## src/rtl/power_mode_ctrl_pkg.sv

```systemverilog
// Shared definitions for the power and drive-mode controller: FSM states,
// mode encodings and the mode validity check.
package power_mode_ctrl_pkg;

  typedef enum logic [1:0] {
    PWR_OFF          = 2'd0,
    PWR_ARMING       = 2'd1,
    PWR_ON           = 2'd2,
    PWR_WAIT_RELEASE = 2'd3
  } pwr_state_e;

  localparam logic [2:0] MODE_NONE   = 3'b000;
  localparam logic [2:0] MODE_MANUAL = 3'b001;
  localparam logic [2:0] MODE_SEMI   = 3'b010;
  localparam logic [2:0] MODE_AUTO   = 3'b100;

  function automatic logic is_valid_mode(input logic [2:0] mode);
    return (mode == MODE_MANUAL) || (mode == MODE_SEMI) || (mode == MODE_AUTO);
  endfunction

endpackage

```

## src/rtl/power_mode_ctrl_btn_debounce.sv

```systemverilog
// Two-flop synchroniser followed by a tick-paced debouncer for one raw input.
// The output follows the synced value only after DEBOUNCE_TICKS consecutive differing ticks.
module btn_debounce #(
  parameter int unsigned DEBOUNCE_TICKS = 20
) (
  input  logic clk,
  input  logic rst_n,
  input  logic tick,
  input  logic din,
  output logic dout
);

  localparam int unsigned CW = $clog2(DEBOUNCE_TICKS + 1);
  localparam logic [CW-1:0] CNT_LAST = CW'(DEBOUNCE_TICKS - 1);

  logic          sync1_q;
  logic          sync2_q;
  logic          db_q;
  logic          db_d;
  logic [CW-1:0] cnt_q;
  logic [CW-1:0] cnt_d;

  always_comb begin
    db_d  = db_q;
    cnt_d = cnt_q;
    if (tick) begin
      if (sync2_q != db_q) begin
        // Reaching the threshold on this tick commits the new value at once.
        if (cnt_q == CNT_LAST) begin
          db_d  = sync2_q;
          cnt_d = '0;
        end else begin
          cnt_d = cnt_q + CW'(1);
        end
      end else begin
        cnt_d = '0;
      end
    end
  end

  always_ff @(posedge clk or negedge rst_n) begin
    if (!rst_n) begin
      sync1_q <= 1'b0;
      sync2_q <= 1'b0;
      db_q    <= 1'b0;
      cnt_q   <= '0;
    end else begin
      sync1_q <= din;
      sync2_q <= sync1_q;
      db_q    <= db_d;
      cnt_q   <= cnt_d;
    end
  end

  assign dout = db_q;

endmodule

```

## src/rtl/power_mode_ctrl.sv

```systemverilog
// Power and drive-mode front end: debounced buttons, press-and-hold power-up,
// forced shutdown and one-hot mode latching, all outputs registered.
module power_mode_ctrl
  import power_mode_ctrl_pkg::*;
#(
  parameter int unsigned TICK_DIV       = 100000,
  parameter int unsigned DEBOUNCE_TICKS = 20,
  parameter int unsigned HOLD_TICKS     = 1000
) (
  input  logic       sys_clk,
  input  logic       rst_n,
  input  logic       power_on_btn,
  input  logic       power_off_btn,
  input  logic [2:0] mode_sw,
  input  logic       power_kill,
  output logic       power_state,
  output logic       power_up_pulse,
  output logic [2:0] mode_onehot,
  output logic       power_led,
  output logic [2:0] mode_led
);

  localparam int unsigned TW = (TICK_DIV > 1) ? $clog2(TICK_DIV) : 1;
  localparam int unsigned HW = $clog2(HOLD_TICKS + 1);
  localparam logic [TW-1:0] TICK_LAST = TW'(TICK_DIV - 1);
  localparam logic [HW-1:0] HOLD_MAX  = HW'(HOLD_TICKS);

  logic          tick;
  logic [TW-1:0] tick_cnt_q;
  logic [TW-1:0] tick_cnt_d;

  logic          on_db;
  logic          off_db;
  logic [2:0]    mode_db;

  pwr_state_e    state_q;
  pwr_state_e    state_d;
  logic [HW-1:0] hold_cnt_q;
  logic [HW-1:0] hold_cnt_d;
  logic [HW-1:0] hold_inc;
  logic          power_state_q;
  logic          power_state_d;
  logic          power_up_pulse_q;
  logic          power_up_pulse_d;
  logic [2:0]    mode_onehot_q;
  logic [2:0]    mode_onehot_d;

  btn_debounce #(.DEBOUNCE_TICKS(DEBOUNCE_TICKS)) u_db_on (
    .clk   (sys_clk),
    .rst_n (rst_n),
    .tick  (tick),
    .din   (power_on_btn),
    .dout  (on_db)
  );

  btn_debounce #(.DEBOUNCE_TICKS(DEBOUNCE_TICKS)) u_db_off (
    .clk   (sys_clk),
    .rst_n (rst_n),
    .tick  (tick),
    .din   (power_off_btn),
    .dout  (off_db)
  );

  for (genvar gi = 0; gi < 3; gi++) begin : g_mode_db
    btn_debounce #(.DEBOUNCE_TICKS(DEBOUNCE_TICKS)) u_db_mode (
      .clk   (sys_clk),
      .rst_n (rst_n),
      .tick  (tick),
      .din   (mode_sw[gi]),
      .dout  (mode_db[gi])
    );
  end

  always_comb begin
    tick       = (tick_cnt_q == TICK_LAST);
    tick_cnt_d = tick ? '0 : tick_cnt_q + TW'(1);
  end

  always_comb begin
    state_d          = state_q;
    hold_cnt_d       = hold_cnt_q;
    power_up_pulse_d = 1'b0;
    hold_inc         = (hold_cnt_q == HOLD_MAX) ? hold_cnt_q : hold_cnt_q + HW'(1);

    unique case (state_q)
      PWR_OFF: begin
        if (on_db && !off_db) begin
          state_d    = PWR_ARMING;
          hold_cnt_d = '0;
        end
      end
      PWR_ARMING: begin
        // Kill and off both outrank a held power-on, so arming aborts on either.
        if (power_kill || off_db || !on_db) begin
          state_d = PWR_OFF;
        end else if (tick) begin
          hold_cnt_d = hold_inc;
          if (hold_inc == HOLD_MAX) begin
            state_d          = PWR_ON;
            power_up_pulse_d = 1'b1;
          end
        end
      end
      PWR_ON: begin
        if (power_kill || off_db) begin
          state_d = PWR_WAIT_RELEASE;
        end
      end
      PWR_WAIT_RELEASE: begin
        if (!on_db && !off_db) begin
          state_d = PWR_OFF;
        end
      end
      default: state_d = PWR_OFF;
    endcase

    // Outputs are registered from the next state so they change with it.
    power_state_d = (state_d == PWR_ON);
    mode_onehot_d = (power_state_d && is_valid_mode(mode_db)) ? mode_db : MODE_NONE;
  end

  always_ff @(posedge sys_clk or negedge rst_n) begin
    if (!rst_n) begin
      tick_cnt_q       <= '0;
      state_q          <= PWR_OFF;
      hold_cnt_q       <= '0;
      power_state_q    <= 1'b0;
      power_up_pulse_q <= 1'b0;
      mode_onehot_q    <= MODE_NONE;
    end else begin
      tick_cnt_q       <= tick_cnt_d;
      state_q          <= state_d;
      hold_cnt_q       <= hold_cnt_d;
      power_state_q    <= power_state_d;
      power_up_pulse_q <= power_up_pulse_d;
      mode_onehot_q    <= mode_onehot_d;
    end
  end

  assign power_state    = power_state_q;
  assign power_up_pulse = power_up_pulse_q;
  assign mode_onehot    = mode_onehot_q;
  assign power_led      = power_state_q;
  assign mode_led       = mode_onehot_q;

endmodule

```

## config.mk

```make
export PLATFORM = sky130hd
export DESIGN_NAME = power_mode_ctrl
export DESIGN_NICKNAME = d
export VERILOG_FILES = /design/src/rtl/power_mode_ctrl_pkg.sv /design/src/rtl/power_mode_ctrl_btn_debounce.sv /design/src/rtl/power_mode_ctrl.sv
export SDC_FILE = /design/constraint.sdc
export NUM_CORES = 1
export LEC_CHECK = 0
export BUFFER_PORTS_ARGS = -buffer_cell sky130_fd_sc_hd__buf_4
export CORE_MARGIN = 2
export CORE_UTILIZATION = 55
export CTS_CLUSTER_SIZE = 14
export DETAILED_ROUTE_END_ITERATION = 10
export PLACE_DENSITY_LB_ADDON = 0.15
export SLEW_MARGIN = 5
export SYNTH_ARGS = -nofsm -noshare
export SYNTH_HDL_FRONTEND = slang
export SYNTH_HIERARCHICAL = 1
export SYNTH_SLANG_ARGS = --single-unit
```

## constraint.sdc

```tcl
create_clock -name sys_clk -period 1.8 [get_ports sys_clk]
set_input_delay 0.18 -clock sys_clk [delete_from_list [all_inputs] [get_ports sys_clk]]
set_output_delay 0.18 -clock sys_clk [all_outputs]
set_load 0.01 [all_outputs]
```

== Yosys cells after proc, flatten, opt, wreduce, memory -nomap -nowiden ==
Index checks and enable logic that the tools add are counted.

* $add $sub $neg: 7
* Multipliers: 0
* Divide/modulo/power cells: 0
* Order comparisons: 0
* Equality and inequality tests: 23
* Shift operators: 0
* Muxes and demuxes: 28
* Bitwise logic cells: 0
* Reduce and logical (&&, ||, !) cells: 17

{| class="wikitable"
|+ Operators with widths
! cell !! count
|-
| $mux W5 || 10
|-
| $mux W10 || 4
|-
| $add A5 B1 Y5 const B || 5
|-
| $eq A5 B5 Y1 const B || 5
|-
| $eq A10 B10 Y1 const B || 2
|-
| $pmux W10 S2 || 1
|-
| $add A17 B1 Y17 const B || 1
|-
| $eq A17 B17 Y1 const B || 1
|-
| $mux W17 || 1
|-
| $reduce_and A3 Y1 || 5
|-
| $mux W2 || 6
|-
| $add A10 B1 Y10 const B || 1
|-
| $pmux W2 S4 || 1
|-
| $eq A2 B2 Y1 const B || 3
|-
| $ne A1 B1 Y1 || 5
|-
| $logic_or A1 B1 Y1 || 4
|-
| $mux W1 || 4
|-
| $ne A2 B2 Y1 const B || 2
|-
| $reduce_and A4 Y1 || 1
|-
| $eq A3 B1 Y1 const B || 1
|-
| $eq A3 B2 Y1 const B || 1
|-
| $eq A3 B3 Y1 const B || 1
|-
| $logic_and A1 B1 Y1 || 3
|-
| $mux W3 || 1
|-
| 5 further kinds || 6
|}

* Register bits after elaboration: 74
* Latch bits: 0
* Bits in writable memories: 0
* Memory bits (read-only): 0
* Input bits: 8
* Output and inout port bits: 9
* Word-level logic and storage cells: 101
* Memories: 0

== Logic depth before layout (Yosys ltp) ==
* Word-level depth: 10
* Gate-level depth with buffers: 8
* Depth with buffers taken out: 7

== Modules after synthesis ==
The synthesis kept the hierarchy.

{| class="wikitable"
|+ Modules (own cells, without submodules)
! module !! instances !! cells an instance !! area an instance (µm²) !! seq. area each (µm²)
|-
| power_mode_ctrl || 1 || 229 || 2174.6 || 850.8
|-
| btn_debounce || 5 || 36 || 411.6 || 200.2
|}

== Least setup slack after synthesis ==
Ideal clock, no wire load.

* Path type: flip-flop to flip-flop
* Start point: register hold_cnt_q[1]
* End point: register state_q[0]
* Library setup time: 0.122 ns
* Data arrival time: 1.889 ns
* Data required time: 1.678 ns
* Setup slack: -0.210 ns
* Cell stages (with the launch flop): 8
* Buffers on the path: 1
* Clock period less this slack: 2.010 ns
* Path through: dfrtp_1 ha_1 buf_4 nand4_1 or4_1 a22oi_1 nand4_4 nor2b_1

* Word-level cells in the longest chain between the ends: 7
* Elaborated cells on any way between the ends: 8
* Those cells by class: add/sub: 1; eq/ne: 2; mux: 5

{| class="wikitable"
|+ Ends and longest elaborated chain
! item !! RTL line !! source
|-
| from (decl) || power_mode_ctrl.sv:38 || <nowiki>logic [HW-1:0] hold_cnt_q;</nowiki>
|-
| from (signal assigned) || power_mode_ctrl.sv:133 || <nowiki>hold_cnt_q <= hold_cnt_d;</nowiki>
|-
| $add A10 B1 Y10 or $eq A10 B10 Y1 (tied branches) || power_mode_ctrl.sv:83 || <nowiki>hold_inc = (hold_cnt_q == HOLD_MAX) ? hold_cnt_q : hold_cnt_q + HW'(1);</nowiki>
|-
| $mux W10 (*) || power_mode_ctrl.sv:83 ||
|-
| $eq A10 B10 Y1 (*) || power_mode_ctrl.sv:98 || <nowiki>if (hold_inc == HOLD_MAX) begin</nowiki>
|-
| $mux W2 (*) || power_mode_ctrl.sv:98 ||
|-
| $mux W2 (*) || power_mode_ctrl.sv:96 || <nowiki>end else if (tick) begin</nowiki>
|-
| $mux W2 (*) || power_mode_ctrl.sv:94 || <nowiki>if (power_kill || off_db || !on_db) begin</nowiki>
|-
| $pmux W2 S4 (*) || power_mode_ctrl.sv:85 || <nowiki>unique case (state_q)</nowiki>
|-
| named net state_d[0] || power_mode_ctrl.sv:37 || <nowiki>pwr_state_e state_d;</nowiki>
|-
| to (signal assigned) || power_mode_ctrl.sv:132 || <nowiki>state_q <= state_d;</nowiki>
|-
| to (decl) || power_mode_ctrl.sv:36 || <nowiki>pwr_state_e state_q;</nowiki>
|}

Mark *: on every way through the listed nets, which the timed path passes. The rest lies on a longest branch.
A chain may end at the register's enable or synchronous reset.

== Worst setup path in the final report ==
* Start point: register hold_cnt_q[0]
* End point: register state_q[0]

Same word-level chain as after synthesis.

==> results by group <==
Outcome
  • Status: complete, but fails checks
  • Failing checks: negative setup slack

Synth
  • Syn. warnings: 6
  • Synth Area per Inst: approximately 10 um2
  • Syn_nets: 425
  • Post-synth ARST share: 100%
  • Seq/Total Area, Yosys: between 40% and 50%
  • Mapped Area: 0.00423 mm2
  • Synth Flop Type: dfrtp_1
  • Synth Instances: between 400 and 500
  • FF+latch count, synth: 74
  • Unique masters post-synth: 68
  • Number of synthesized flops with an enable pin: 0

Detailed routing
  • TritonRoute pass-1 iters: 4
  • Vias/cell: 5.64
  • Final WL: 9.39 mm
  • Antenna viol nets, final: 0
  • DR iter-0 viols: 166
  • Routed wire per std cell: around 16 um
  • Vias: 3,361
  • Residual DRC: 0

Floorplanning
  • Die width: 91.7 um
  • Core ar.: 0.00737 mm2
  • Initial Utilization: a little under three fifths
  • Die H: 91.7 um
  • Row count: 31
  • Number of I/O pins: 17
  • Die Footprint: 0.00841 mm2

Timing
  • Minimum clock period: 1860 ps
  • Final Max Slew Viols: 0
  • RSZ-0062 raised after global routing: yes
  • Final cycle utilization of the critical path: 104%
  • # setup viols final: 10
  • Slew HR: around three fifths
  • Setup Skew: 15.5 ps
  • Hold WS: 90.2 ps
  • Worst-Margin Slew: 616 ps
  • Fmax: ~540 MHz
  • Setup ws final: -64.8 ps
  • Final Hold Fails: 0

GRT
  • Initial antenna violation count: 0
  • Met1 Use GR: 28.3%
  • Largest net degree at the start of global routing: 62
  • Gr busiest metal: met2
  • GR met3 Demand/Resource: under 10%
  • Grt ovf: 0
  • Met2 Use GR: 36.6%
  • GRT Util Overall: 21.9%
  • Global-route wire length before repair: around 15 mm
  • Vias in the first global route: ~3,200

Worst setup path
  • CP top delay family: simple AND/OR/NAND/NOR gates
  • CP required: 2030 ps
  • WP buf/inv: 0
  • Crit path max fanout: 6
  • CP Cell Sequence: ha_2, nand4_1, or4_4, a22oi_2, nand4_4, nor2b_1
  • Worst setup SP type: flop
  • Slowest cell on crit path: or4_4
  • Kind of critical path: reg2reg
  • Peak per-stage delay on the critical path: about 460 ps
  • Critical Path AT: 2100 ps
  • CP Capture Type: flop

Place
  • DP Wirelength: 6.03 mm
  • Placer Congestion: approximately 0.93
  • Pre-CTS WS: -77.3 ps
  • Placed Cells: 554
  • Number of I/O port buffers: 16

Cells and area
  • Commonest non-fill, non-tap cells in the layout: buf_4, dfrtp_1, inv_1, o21ai_0, nand3_1
  • Syn-to-layout area delta: 28.9%
  • # fillers: 512
  • Post-layout util: 74.0%
  • Commonest non-fill, non-tap cell in the layout: buf_4
  • Layout cells sized above 1: 34.2%
  • Antenna cells: 0
  • Final std cells w/o fill: 596
  • Final #Nets: 508

Worst hold path
  • Hold Path Class: in2reg

Power
  • Leak: approximately 2.4 nW
  • Power density over cell area: 603 mW/mm2
  • Final Total Pwr: 3.29 mW
  • VDD IR max: 0.424 mV

Clocking
  • Clock sinks: 74
  • H-tree depth: 3
  • Root buf cell: clkbuf_8
  • TritonCTS clock tree: yes
  • Skew-Pair Late Insertion Delay: 350 ps
  • Worst-path clk slew: 80 ps
  • Clk buf depth: 2
  • Number of buffers created by CTS: 9

Run
  • Max cap viols: 0
==> synthesized netlist by cell type, types with 3 or more instances <==
library cell	n	area share, %
dfrtp_1	74	44
o21ai_0	30	3.5
inv_1	26	2.3
nand2_1	25	2.2
nand3_1	20	2.4
nor2_1	15	1.3
nand2b_1	14	2.1
xnor2_1	13	2.7
nor3_1	10	1.2
nand4_1	9	1.3
o211ai_1	9	1.6
and3_1	8	1.2
buf_2	8	0.95
ha_1	8	2.4
nor2b_1	8	1.2
buf_4	7	1.2
o2bb2ai_1	7	1.4
xor2_1	7	1.4
and2b_1	6	1.1
a32o_1	5	1.2
and4b_1	5	1.2
and4bb_1	5	1.5
mux2_4	5	1.8
nand2_2	5	0.74
o221ai_1	5	1.0
o31ai_2	5	1.5
xor2_2	5	1.9
a31o_2	4	0.83
buf_6	4	1.1
nor3b_1	4	0.71
o21ai_1	4	0.47
a21oi_1	3	0.35
and2_1	3	0.44
clkbuf_1	3	0.27
==> through the flow <==
step	TNS [ps]	cell area [um2]
6_report	-272	5450
5_1_grt	-1910	5450
4_1_cts	-264	5100
3_5_place_dp	-365	4790
3_3_place_gp	-25.0	4790
2_1_floorplan	-106	4270
==> power by group <==
group / internal [mW] / switching (mW)
Clock: 0.786 / 0.646
Sequential: 1.68 / 0.0118
Combinational: 0.0701 / 0.0962
==> worst paths after layout <==
path | from | cells after the start | slack, ps | end
min | power_kill | 2 | 90 | power_up_pulse
max | hold_cnt_q[0] | 6 | -60 | state_q[0]
min reg2reg | u_db_off/sync1_q | 0 | 350 | u_db_off/sync2_q
max in group asynchronous | rst_n | 3 | 1000 | hold_cnt_q[5]
min in group asynchronous | rst_n | 2 | 230 | g_mode_db[1].u_db_mode/cnt_q[0]
max reg2reg | hold_cnt_q[0] | 6 | -60 | state_q[0]
==> per-layer routing <==
layer	vias to the layer above	routed length, um
met1	1661	4300
met2	52	4750
met3	7	270
li1	1641	-
met4	0	68
met5	-	0
==> timing repair <==
item	CTS	global route
pin swaps	4	9
hold buffers	6	0
gates resized for setup	6	36
gates cloned	0	4
endpoints found under the setup margin	12	30
setup buffers	1	15
endpoints found under the hold margin	18	0
==> kinds of logic (layout without fill, tap and decap cells) <==
logic type                 count (synthesis)  in the layout  synth area share (%)
AOI/OAI and AO/OA                         90             90                  16.2
buffers and inverters                     50            138                  6.00
xor gates and xnor gates                  25             25                  6.06
and+or+nand+nor                          156            156                  23.6
adders and majority gates                  8              8                  2.36
muxes                                      6              6                  2.04
DFF                                       74             74                  43.7
==> cell type report <==
| cell class | instances | area, um2 | area share, % |
|---|---|---|---|
| clock buffer | 10 | 128 | 2.34 |
| clock inverter | 6 | 90.1 | 1.65 |
| inverter | 27 | 114 | 2.09 |
| multi-input combinational | 285 | 2280 | 41.7 |
| sequential | 74 | 1850 | 34.0 |
| tap | 99 | 124 | 2.27 |
| timing repair buffer | 95 | 871 | 16.0 |
==> registers in the layout (all words and copies together), names as in the netlist, 5 cells and up <==
| register | flops |
|---|---|
| tick_cnt_q | 17 |
| hold_cnt_q | 10 |
| u_db_on/cnt_q | 5 |
| u_db_off/cnt_q | 5 |
| g_mode_db.u_db_mode/cnt_q | 15 |
No activity file was read; power rests on OpenSTA's default activity.
